==> config.mk <==
export PLATFORM = sky130hd
export DESIGN_NAME = rr_grant_encoder
export DESIGN_NICKNAME = d
export VERILOG_FILES = /design/src/rtl/rr_grant_encoder.sv
export SDC_FILE = /design/constraint.sdc
export NUM_CORES = 1
export LEC_CHECK = 0
export ABC_AREA = 1
export ABC_CLOCK_PERIOD_IN_PS = 1600
export CELL_PAD_IN_SITES_DETAIL_PLACEMENT = 1
export CELL_PAD_IN_SITES_GLOBAL_PLACEMENT = 2
export CORE_UTILIZATION = 25
export DETAILED_ROUTE_END_ITERATION = 10
export MAX_ROUTING_LAYER = met4
export PLACE_DENSITY_LB_ADDON = 0.2
export SYNTH_ARGS = -nofsm -noshare
export SYNTH_HDL_FRONTEND = slang
export SYNTH_SLANG_ARGS = --single-unit
==> constraint.sdc <==
create_clock -name clk -period 1.6 [get_ports clk]
set_clock_uncertainty 0.05 [all_clocks]
set_input_delay 0.32 -clock clk [delete_from_list [all_inputs] [get_ports clk]]
set_output_delay 0.32 -clock clk [all_outputs]
set_load 0.02 [all_outputs]
==> src/rtl/rr_grant_encoder.sv <==
// rr_grant_encoder: four-requester round-robin arbiter producing a registered binary grant
// index for a downstream 2-to-4 decoder. A grant is held until the grantee pulses done or
// drops its request; every release is followed by exactly one idle cycle before the next grant.
//
// Optional feature: define RR_ARB_TIMEOUT_EN to force a release once a grantee has held for
// MAX_HOLD cycles; the forced release raises expired for one cycle. Without the macro the hold
// counter is not built and expired is tied to 0.
//
// Parameters:
//   MAX_HOLD  - maximum grant tenure in cycles (2..255), used only with RR_ARB_TIMEOUT_EN
// Ports:
//   clk       - clock, rising edge
//   rst_n     - asynchronous active-low reset
//   req[3:0]  - request lines, bit i is requester i
//   done      - current grantee releases its grant this cycle
//   gnt_idx   - registered binary index of the current grantee
//   gnt_valid - registered, high while gnt_idx holds a live grant
//   expired   - registered one-cycle pulse on a forced (timeout) release
module rr_grant_encoder #(
  parameter int unsigned MAX_HOLD = 8
) (
  input  logic       clk,
  input  logic       rst_n,
  input  logic [3:0] req,
  input  logic       done,
  output logic [1:0] gnt_idx,
  output logic       gnt_valid,
  output logic       expired
);

  if (MAX_HOLD < 2 || MAX_HOLD > 255) begin : g_bad_max_hold
    $error("rr_grant_encoder: MAX_HOLD must be in 2..255");
  end

  typedef enum logic {StIdle, StGrant} state_e;

  state_e     state_q, state_d;
  logic [1:0] ptr_q, ptr_d;
  logic [1:0] gnt_idx_q, gnt_idx_d;
  logic [1:0] win_idx;
  logic       win_found;
  logic       release_req;
  logic       release_any;
  logic       timeout;

  // First set request bit searching upward from ptr, wrapping 3 -> 0.
  always_comb begin
    logic [1:0] cand;
    win_idx   = ptr_q;
    win_found = 1'b0;
    cand      = '0;
    for (int i = 0; i < 4; i++) begin
      cand = ptr_q + 2'(i);
      if (!win_found && req[cand]) begin
        win_idx   = cand;
        win_found = 1'b1;
      end
    end
  end

  assign release_req = done || !req[gnt_idx_q];

`ifdef RR_ARB_TIMEOUT_EN
  logic [7:0] hold_q, hold_d;
  logic       expired_q, expired_d;

  // hold_q counts GRANT edges already taken; the edge that would complete MAX_HOLD
  // cycles of tenure is the one seen with hold_q == MAX_HOLD-1.
  assign timeout = (state_q == StGrant) && (hold_q == 8'(MAX_HOLD - 1));

  always_comb begin
    hold_d    = hold_q;
    expired_d = 1'b0;
    if (state_q == StIdle) begin
      if (win_found) hold_d = '0;
    end else begin
      hold_d = hold_q + {7'd0, (hold_q != 8'hff)};
      // A coinciding normal release takes precedence, so no expiry pulse.
      expired_d = timeout && !release_req;
    end
  end

  always_ff @(posedge clk or negedge rst_n) begin
    if (!rst_n) begin
      hold_q    <= '0;
      expired_q <= 1'b0;
    end else begin
      hold_q    <= hold_d;
      expired_q <= expired_d;
    end
  end

  assign expired = expired_q;
`else
  assign timeout = 1'b0;
  assign expired = 1'b0;
`endif

  assign release_any = release_req || timeout;

  always_comb begin
    state_d   = state_q;
    ptr_d     = ptr_q;
    gnt_idx_d = gnt_idx_q;
    unique case (state_q)
      StIdle: begin
        // done is meaningless without a grantee and is ignored here.
        if (win_found) begin
          state_d   = StGrant;
          gnt_idx_d = win_idx;
        end
      end
      StGrant: begin
        // Release wins over any new requests; they are arbitrated in the following idle
        // cycle against the advanced pointer.
        if (release_any) begin
          state_d = StIdle;
          ptr_d   = gnt_idx_q + 2'd1;
        end
      end
      default: state_d = StIdle;
    endcase
  end

  always_ff @(posedge clk or negedge rst_n) begin
    if (!rst_n) begin
      state_q   <= StIdle;
      ptr_q     <= '0;
      gnt_idx_q <= '0;
    end else begin
      state_q   <= state_d;
      ptr_q     <= ptr_d;
      gnt_idx_q <= gnt_idx_d;
    end
  end

  assign gnt_idx   = gnt_idx_q;
  assign gnt_valid = (state_q == StGrant);

endmodule

==> key figures, run 1 <==
Outcome
  • Run status: finished clean

Setup path
  • CP top delay family: simple AND/OR/NAND/NOR gates
  • RR Startpoint: ptr_q[0]
  • CP dominant cell by count: nand2_2
  • Crit Path Class: reg -> reg
  • Slowest stage delay, CP: 0.42 ns
  • WP buf/inv: 2
  • Critical path origin: ptr_q[0]
  • CP max-delay cell: dfrtp_1
  • Worst setup EP type: flop
  • Worst-path maximum fanout: 8
  • Worst EP arrival: roughly 1.7 ns
  • Worst path cell trace: buf_6, nand2_2, nand2_2, nand2_2, nand2_4, nor2_4, nand2_2, o21ai_4, inv_2, nand3_1, nand2_1
  • Nature of the critical path startpoint: flop
  • CP required: 1.69 ns

Yosys
  • Largest cells by area after synthesis: nand2_1 31%, dfrtp_1 22%, nand3_1 9.8%
  • Post-Syn Area: ~560 sq um
  • Cell count after synthesis: 96
  • Yosys top cell area share: 0.315
  • Register area share after synthesis: 0.223
  • Post-Syn Area per Cell: a little under 6 sq um
  • Commonest cells in the netlist: 47 x nand2_1, 11 x nand3_1, 6 x inv_1, 6 x nand2_2, 5 x dfrtp_1
  • Post-synth EDFFs: 0
  • Library cells used by synthesis: 19
  • Syn nets: between 100 and 150
  • Ys Warns: 0
  • Synth Flop Type: dfrtp_1
  • Yosys top cell by area: nand2_1
  • Yosys reg bits: 5
  • Async S/R FF share, synth: 1.00
  • Count leader, synth: nand2_1

Die
  • Initial Util: 0.275
  • Core box area: 2040 sq um
  • I/O pins: 11
  • Number of core rows: 16
  • Die area: 2440 sq um
  • Chip Width: 49.4 um
  • Die height: 49.4 um

Min path
  • Hold Path Class: in -> async

Detailed routing
  • Final antenna-violating net count: 0
  • DR iter-0 viols: 4
  • DR vias: ~700
  • Total wire length: 1920 um
  • Vias per std cell: about 4.6
  • Wire per inst: 12.5 um
  • Drt first pass iters: 4
  • DRC violations left: 0

Placement
  • Gp weighted congestion: 0.750
  • DP Wirelength: around 1400 um
  • I/O Buffers: 9

Power
  • Peak supply drop: ~1200 uV
  • P_leak: between 0.4 and 0.5 nW
  • Tot Pwr: 0.00206 W
  • Pwr per Cell Area: between 2000 and 2500 nW/um^2

Final layout
  • Final #Nets: 134
  • Multi-input gate area: 399 sq um
  • Share of cells above drive strength 1: 0.389
  • Antenna diodes: 0
  • # fillers: 276
  • Storage cell area: 126 sq um
  • Layout area overhead: 57.1%

Global routing
  • Total GRT Usage: 0.189
  • Antenna violations before repair: 0
  • Vias in the first global route: 738
  • Global-route wire length before repair: 3280 um
  • Total grt overflow: 0
  • Largest net degree at the start of global routing: 10

Clock tree
  • Clock Path Buffers: 2
  • # clock sinks: 5
  • Hold-fix buffers, CTS: 0
  • Worst-path clk slew: 0.06 ns
  • Num CTS Buffers: 3
  • Clk_lat worst skew: around 0.27 ns
  • Root buffer cell: clkbuf_4
  • CTS H-Tree Depth: 1
  • CTS tree: yes

Timing
  • Setup repair after global routing missed its margin: true
  • Final Hold Viols: 0
  • Fin Setup TNS: 0 ns
  • Min Tclk post-route: about 1.6 ns
  • Setup violators final: 0
  • Crit share post-route: 0.998
  • Fmax: 626 MHz
  • Number of max-slew violations in the final report: 0

Job
  • Max-Cap Viols: 0
[area by class of cell]
class	count	share of cell area
Timing Repair Buffer	30	0.290
Multi-Input combinational cell	77	0.453
Tap cell	27	0.0384
Clock buffer	4	0.0298
Inverter	10	0.0455
Sequential cell	5	0.143
[routing by layer]
metal	up-vias	track usage	share of wire
met5	-	-	0
met4	0	0.103	0.018
met3	2	0.0280	0.013
met2	7	0.313	0.51
met1	335	0.218	0.45
li1	357	-	-
[repair_timing]
action / in CTS / in global routing
setup buffers: 6 / 2
resized for setup: 18 / 6
pin swaps: 8 / 3
setup endpoints to repair: 3 / 7
[sequential cells by signal, indices dropped and copies added (netlist names)]
signal and count:
ptr_q 2, gnt_valid 1, gnt_idx 2
[worst register-to-register path: cells and delay by family (launching register included)]
family          cells  cell delay, ns
flops               1            0.42
simple gates        8            0.62
buf+inv             2            0.22
compound gates      1            0.17
[cells by family after synthesis]
| group | share of synthesized area |
|---|---|
| flip-flops | 0.223 |
| AO/OA/AOI/OAI | 0.116 |
| other | 0.00669 |
| buffers and inverters | 0.127 |
| AND/OR/NAND/NOR | 0.511 |
| XOR/XNOR | 0.0156 |
[stage by stage]
| step | hold WS [ns] | util | cells | instance area [sq um] | setup WS [ns] |
|---|---|---|---|---|---|
| CTS | 0.247 | 0.419 | 151 | 856 | -0.00987 |
| global route | 0.239 | 0.431 | 153 | 881 | -0.104 |
| finish | 0.227 | 0.431 | 153 | 881 | 0.00381 |
| global placement | 0.510 | 0.366 | 141 | 748 | -0.238 |
| detailed placement | 0.517 | 0.366 | 141 | 748 | -0.272 |
| floorplan | -0.0256 | - | 96 | 561 | 0.169 |
[where the power goes]
group,internal [W],switching (W)
registers,0.000197,0.0000602
clock network,0.0000955,0.0000710
logic,0.000731,0.000907
[cell usage in the layout (no fill, tap or decap), drive strengths merged]
| cell type | Yosys | layout |
|---|---|---|
| o211ai | 1 | 1 |
| buf | 4 | 21 |
| conb | 1 | 1 |
| inv | 10 | 10 |
| a21o | 1 | 1 |
| nand2 | 53 | 53 |
| xnor2 | 1 | 1 |
| a21oi | 1 | 1 |
| dfrtp | 5 | 5 |
| nor2 | 1 | 1 |
| dlygate4sd2 | 0 | 4 |
| dlymetal6s2s | 0 | 2 |
| nand3 | 11 | 11 |
| nand4 | 1 | 1 |
| clkdlybuf4s50 | 0 | 3 |
| clkbuf | 0 | 4 |
| o21ai | 6 | 6 |
[worst paths after layout]
path	end	cells past startpoint	slack, ns
worst max-delay path	gnt_idx[0]	11	0.004
worst min-delay path	gnt_valid	1	0.23
worst max register to register	gnt_idx[0]	11	0.004
worst min register to register	gnt_idx[1]	3	0.56
max in group asynchronous	ptr_q[1]	1	1.06
min in group clk	gnt_idx[1]	3	0.56
Note: power is estimated with default switching activity, not from simulation.
==> run 2: changes to the inputs <==
--- a/config.mk
+++ b/config.mk
@@ -6,7 +6,7 @@
 export NUM_CORES = 1
 export LEC_CHECK = 0
 export ABC_AREA = 1
-export ABC_CLOCK_PERIOD_IN_PS = 1600
+export ABC_CLOCK_PERIOD_IN_PS = 1700
 export CELL_PAD_IN_SITES_DETAIL_PLACEMENT = 1
 export CELL_PAD_IN_SITES_GLOBAL_PLACEMENT = 2
 export CORE_UTILIZATION = 25
==> constraint.sdc (replaced) <==
create_clock -name clk -period 1.7 [get_ports clk]
set_clock_uncertainty 0.05 [all_clocks]
set_input_delay 0.34 -clock clk [delete_from_list [all_inputs] [get_ports clk]]
set_output_delay 0.34 -clock clk [all_outputs]
set_load 0.02 [all_outputs]
==> key figures, run 2 (synthesized netlist as in run 1, its figures left out) <==
Detailed routing
  • DRC violations left: 0
  • DR vias: 670
  • Wire per inst: between 10 and 15 um
  • DR iter-0 viols: 3
  • Drt first pass iters: 4
  • Total wire length: 1660 um
  • Vias per std cell: between 4 and 5
  • Final antenna-violating net count: 0

Power
  • P_leak: 0.460 nW
  • Tot Pwr: 0.00173 W
  • Peak supply drop: 939 uV
  • Pwr per Cell Area: about 2100 nW/um^2

Setup path
  • Critical path origin: gnt_valid
  • Worst-path maximum fanout: 3
  • Worst EP arrival: ~1.2 ns
  • CP required: ~1.3 ns
  • Worst path cell trace: clkdlybuf4s50_1
  • RR Startpoint: ptr_q[0]
  • WP buf/inv: 1
  • Nature of the critical path startpoint: flop
  • Worst setup EP type: output port
  • CP top delay family: buffers and inverters
  • Slowest stage delay, CP: 0.61 ns
  • CP max-delay cell: clkdlybuf4s50_1
  • Crit Path Class: reg -> out

Placement
  • I/O Buffers: 9
  • Placed cell count: roughly 140
  • DP Wirelength: 1350 um
  • Pre-CTS WS: -0.225 ns
  • Gp weighted congestion: just over 0.7

Timing
  • Min Tclk post-route: roughly 1.6 ns
  • Number of max-slew violations in the final report: 0
  • Final Hold Viols: 0
  • Setup WS post-layout: 0.0830 ns
  • Fmax: just over 600 MHz
  • Setup violators final: 0
  • Crit share post-route: 0.951
  • Setup repair after global routing missed its margin: true

Min path
  • Hold Path Class: in -> async

Final layout
  • Post-route insts no fill: 146
  • Final #Nets: 127
  • Commonest non-fill, non-tap cell in the layout: nand2_1
  • # fillers: around 280
  • Most frequent cells in the layout: 42 x nand2_1, 12 x buf_4, 11 x nand3_1
  • Layout area overhead: 46.7%
  • Share of cells above drive strength 1: 0.319
  • Antenna diodes: 0

Clock tree
  • Worst-path clk slew: roughly 0.050 ns
  • Clk_lat worst skew: approximately 0.25 ns
  • Clock Path Buffers: 2
  • Root buffer cell: clkbuf_4
  • # clock sinks: 5
  • CTS H-Tree Depth: 1
  • Num CTS Buffers: 3
  • CTS tree: yes
  • Hold-fix buffers, CTS: 0

Die
  • Die area: 2440 sq um
  • Chip Width: 49.4 um
  • Initial Util: 0.275
  • Core box area: ~2000 sq um
  • Number of core rows: 16
  • Die height: 49.4 um
  • I/O pins: 11

Outcome
  • Run status: finished clean

Global routing
  • Largest net degree at the start of global routing: 12
  • Antenna violations before repair: 0
  • Vias in the first global route: 656
  • Total GRT Usage: 0.154
  • Global-route wire length before repair: 2750 um
  • Total grt overflow: 0

Job
  • Max-Cap Viols: 0
run 2: worst paths after layout:
path                               to  slack, ns  cells past startpoint
setup / recovery            gnt_valid       0.08                      1
hold / removal              gnt_valid       0.27                      1
setup reg to reg           gnt_idx[0]       0.10                     12
hold reg to reg              ptr_q[0]       0.56                      2
max in group asynchronous  gnt_idx[1]       1.12                      1
min in group clk             ptr_q[0]       0.56                      2
run 2: area by class of cell:
type                    count  area [sq um]  share of cell area
multi-input cells          77           382               0.464
repair buffers             23           210               0.256
flip-flops and latches      5           125               0.152
inverters                  10          45.0              0.0548
well taps                  27          33.8              0.0411
clock buffers               4          26.3              0.0320
run 2: routing by layer:
metal	track usage	up-vias	wire length (um)
met3	0.0280	2	28
li1	-	340	-
met1	0.191	320	791
met5	-	-	0
met2	0.247	8	822
met4	0.0588	0	12
run 2: through the flow:
| stage | instance area (sq um) | hold WS [ns] | TNS [ns] | util |
|---|---|---|---|---|
| after CTS | 759 | 0.280 | 0 | 0.372 |
| after floorplan | 561 | -0.00559 | 0 | - |
| after global placement | 733 | 0.528 | -0.718 | 0.359 |
| after global routing | 822 | 0.287 | -0.0213 | 0.403 |
| after detailed placement | 733 | 0.543 | -0.796 | 0.359 |
| final | 822 | 0.272 | 0 | 0.403 |
run 2: where the power goes:
part | internal, W | leakage [nW] | switching, W
Combinational | 0.000567 | 0.384 | 0.000789
Clock | 0.0000890 | 0.0150 | 0.0000522
Sequential | 0.000183 | 0.0607 | 0.0000463
run 2: timing repair:
action | 4_1_cts | 5_1_grt
buffers inserted | 0 | 3
gates resized for setup | 0 | 19
setup endpoints to repair | 0 | 2
==> run 3: changes to the inputs <==
--- a/config.mk
+++ b/config.mk
@@ -16,3 +16,4 @@
 export SYNTH_ARGS = -nofsm -noshare
 export SYNTH_HDL_FRONTEND = slang
 export SYNTH_SLANG_ARGS = --single-unit
+export TNS_END_PERCENT = 5
==> constraint.sdc (replaced) <==
create_clock -name clk -period 1.7 [get_ports clk]
set_clock_uncertainty 0.05 [all_clocks]
set_input_delay 0.34 -clock clk [delete_from_list [all_inputs] [get_ports clk]]
set_output_delay 0.34 -clock clk [all_outputs]
set_load 0.01 [all_outputs]
==> key figures, run 3 (synthesized netlist as in run 1, its figures left out) <==
Outcome
  • Run status: finished clean

Final layout
  • Antenna diodes: 0
  • Share of cells above drive strength 1: 0.373
  • Commonest non-fill, non-tap cell in the layout: nand2_1
  • Most frequent cells in the layout: 40 x nand2_1, 11 x buf_4, 10 x nand2_2
  • Layout area overhead: 49.1%
  • Final #Nets: 126
  • Post-route insts no fill: between 100 and 150

Power
  • Tot Pwr: 0.00173 W
  • P_leak: 0.462 nW
  • Pwr per Cell Area: 2080 nW/um^2
  • Peak supply drop: around 1100 uV

Setup path
  • Nature of the critical path startpoint: flop
  • Crit Path Class: reg -> out
  • CP max-delay cell: clkdlybuf4s50_1
  • CP required: 1.31 ns
  • Worst-path maximum fanout: 5
  • Slowest stage delay, CP: about 0.57 ns
  • Worst path cell trace: clkdlybuf4s50_1
  • WP buf/inv: 1
  • Worst setup EP type: output port
  • R2R setup slack: ~0.10 ns
  • CP top delay family: buffers and inverters
  • Worst EP arrival: 1.26 ns

Placement
  • Placed cell count: about 140
  • Pre-CTS WS: -0.221 ns
  • I/O Buffers: 9
  • Gp weighted congestion: 0.734
  • DP Wirelength: roughly 1300 um

Timing
  • Worst hold margin: 0.261 ns
  • Crit share post-route: 0.970
  • Setup violators final: 0
  • Number of max-slew violations in the final report: 0
  • Setup WS post-layout: 0.0517 ns
  • Final Hold Viols: 0
  • Fmax: around 610 MHz
  • Min Tclk post-route: 1.65 ns

Die
  • Number of core rows: 16
  • Initial Util: 0.275
  • Core box area: 2040 sq um
  • Die height: 49.4 um
  • Chip Width: approximately 49 um
  • I/O pins: 11
  • Die area: 2440 sq um

Global routing
  • Total grt overflow: 0
  • Vias in the first global route: 571
  • Antenna violations before repair: 0
  • Total GRT Usage: 0.151
  • Global-route wire length before repair: 2590 um
  • Largest net degree at the start of global routing: 12

Clock tree
  • Hold-fix buffers, CTS: 0
  • CTS H-Tree Depth: 1
  • # clock sinks: 5
  • Worst-path clk slew: 0.05 ns
  • Num CTS Buffers: 3
  • Root buffer cell: clkbuf_4
  • Clock Path Buffers: 2
  • CTS tree: yes
  • Clk_lat worst skew: 0.25 ns

Detailed routing
  • DR vias: 668
  • DR iter-0 viols: 5
  • Final antenna-violating net count: 0
  • DRC violations left: 0
  • Vias per std cell: 4.61
  • Wire per inst: 11.6 um
  • Drt first pass iters: 4
  • Total wire length: between 1500 and 2000 um

Job
  • Max-Cap Viols: 0

Min path
  • Hold Path Class: in -> async
run 3: changes by cell type in the layout (fill, tap and decap cells not counted), sizes merged:
| cell | change |
|---|---|
| buf | -1 |
run 3: power breakdown:
group / switching, W / total (W) / internal, W / leakage (nW)
sequential: 0.0000748 / 0.000263 / 0.000188 / 0.0585
clock: 0.0000555 / 0.000145 / 0.0000892 / 0.0150
combinational: 0.000765 / 0.00133 / 0.000562 / 0.389
run 3: cell type report:
type / count / area [sq um]
clock buffers: 4 / 26.3
fillers: 296 / 1210
inverters: 10 / 40.0
multi-input cells: 77 / 412
flip-flops and latches: 5 / 128
well taps: 27 / 33.8
repair buffers: 22 / 196
run 3: path summary, 6_finish.rpt:
path                                   end  cells past startpoint       start
max in group asynchronous         ptr_q[0]                      1       rst_n
worst max register to register  gnt_idx[1]                     11    ptr_q[0]
worst min-delay path             gnt_valid                      1       rst_n
min in group clk                gnt_idx[1]                      2  gnt_idx[1]
worst min register to register  gnt_idx[1]                      2  gnt_idx[1]
worst max-delay path            gnt_idx[1]                      1  gnt_idx[1]
run 3: timing repair:
item,4_1_cts,5_1_grt
resized for setup,0,23
buffers inserted,0,2
endpoints found under the setup margin,0,2
run 3: metrics by stage:
step,setup TNS [ns],util,area (sq um)
finish,0,0.409,836
global route,-0.0533,0.409,836
CTS,0,0.368,752
detailed placement,-0.738,0.355,726
global placement,-0.735,0.355,726
floorplan,0,-,561
run 3: routing by layer:
metal  track usage  vias up  wire length [um]
li1              -      344                 -
met1         0.194      311               751
met2         0.217        9               868
met3        0.0374        4                41
met4        0.0735        0                23
met5             -        -                 0
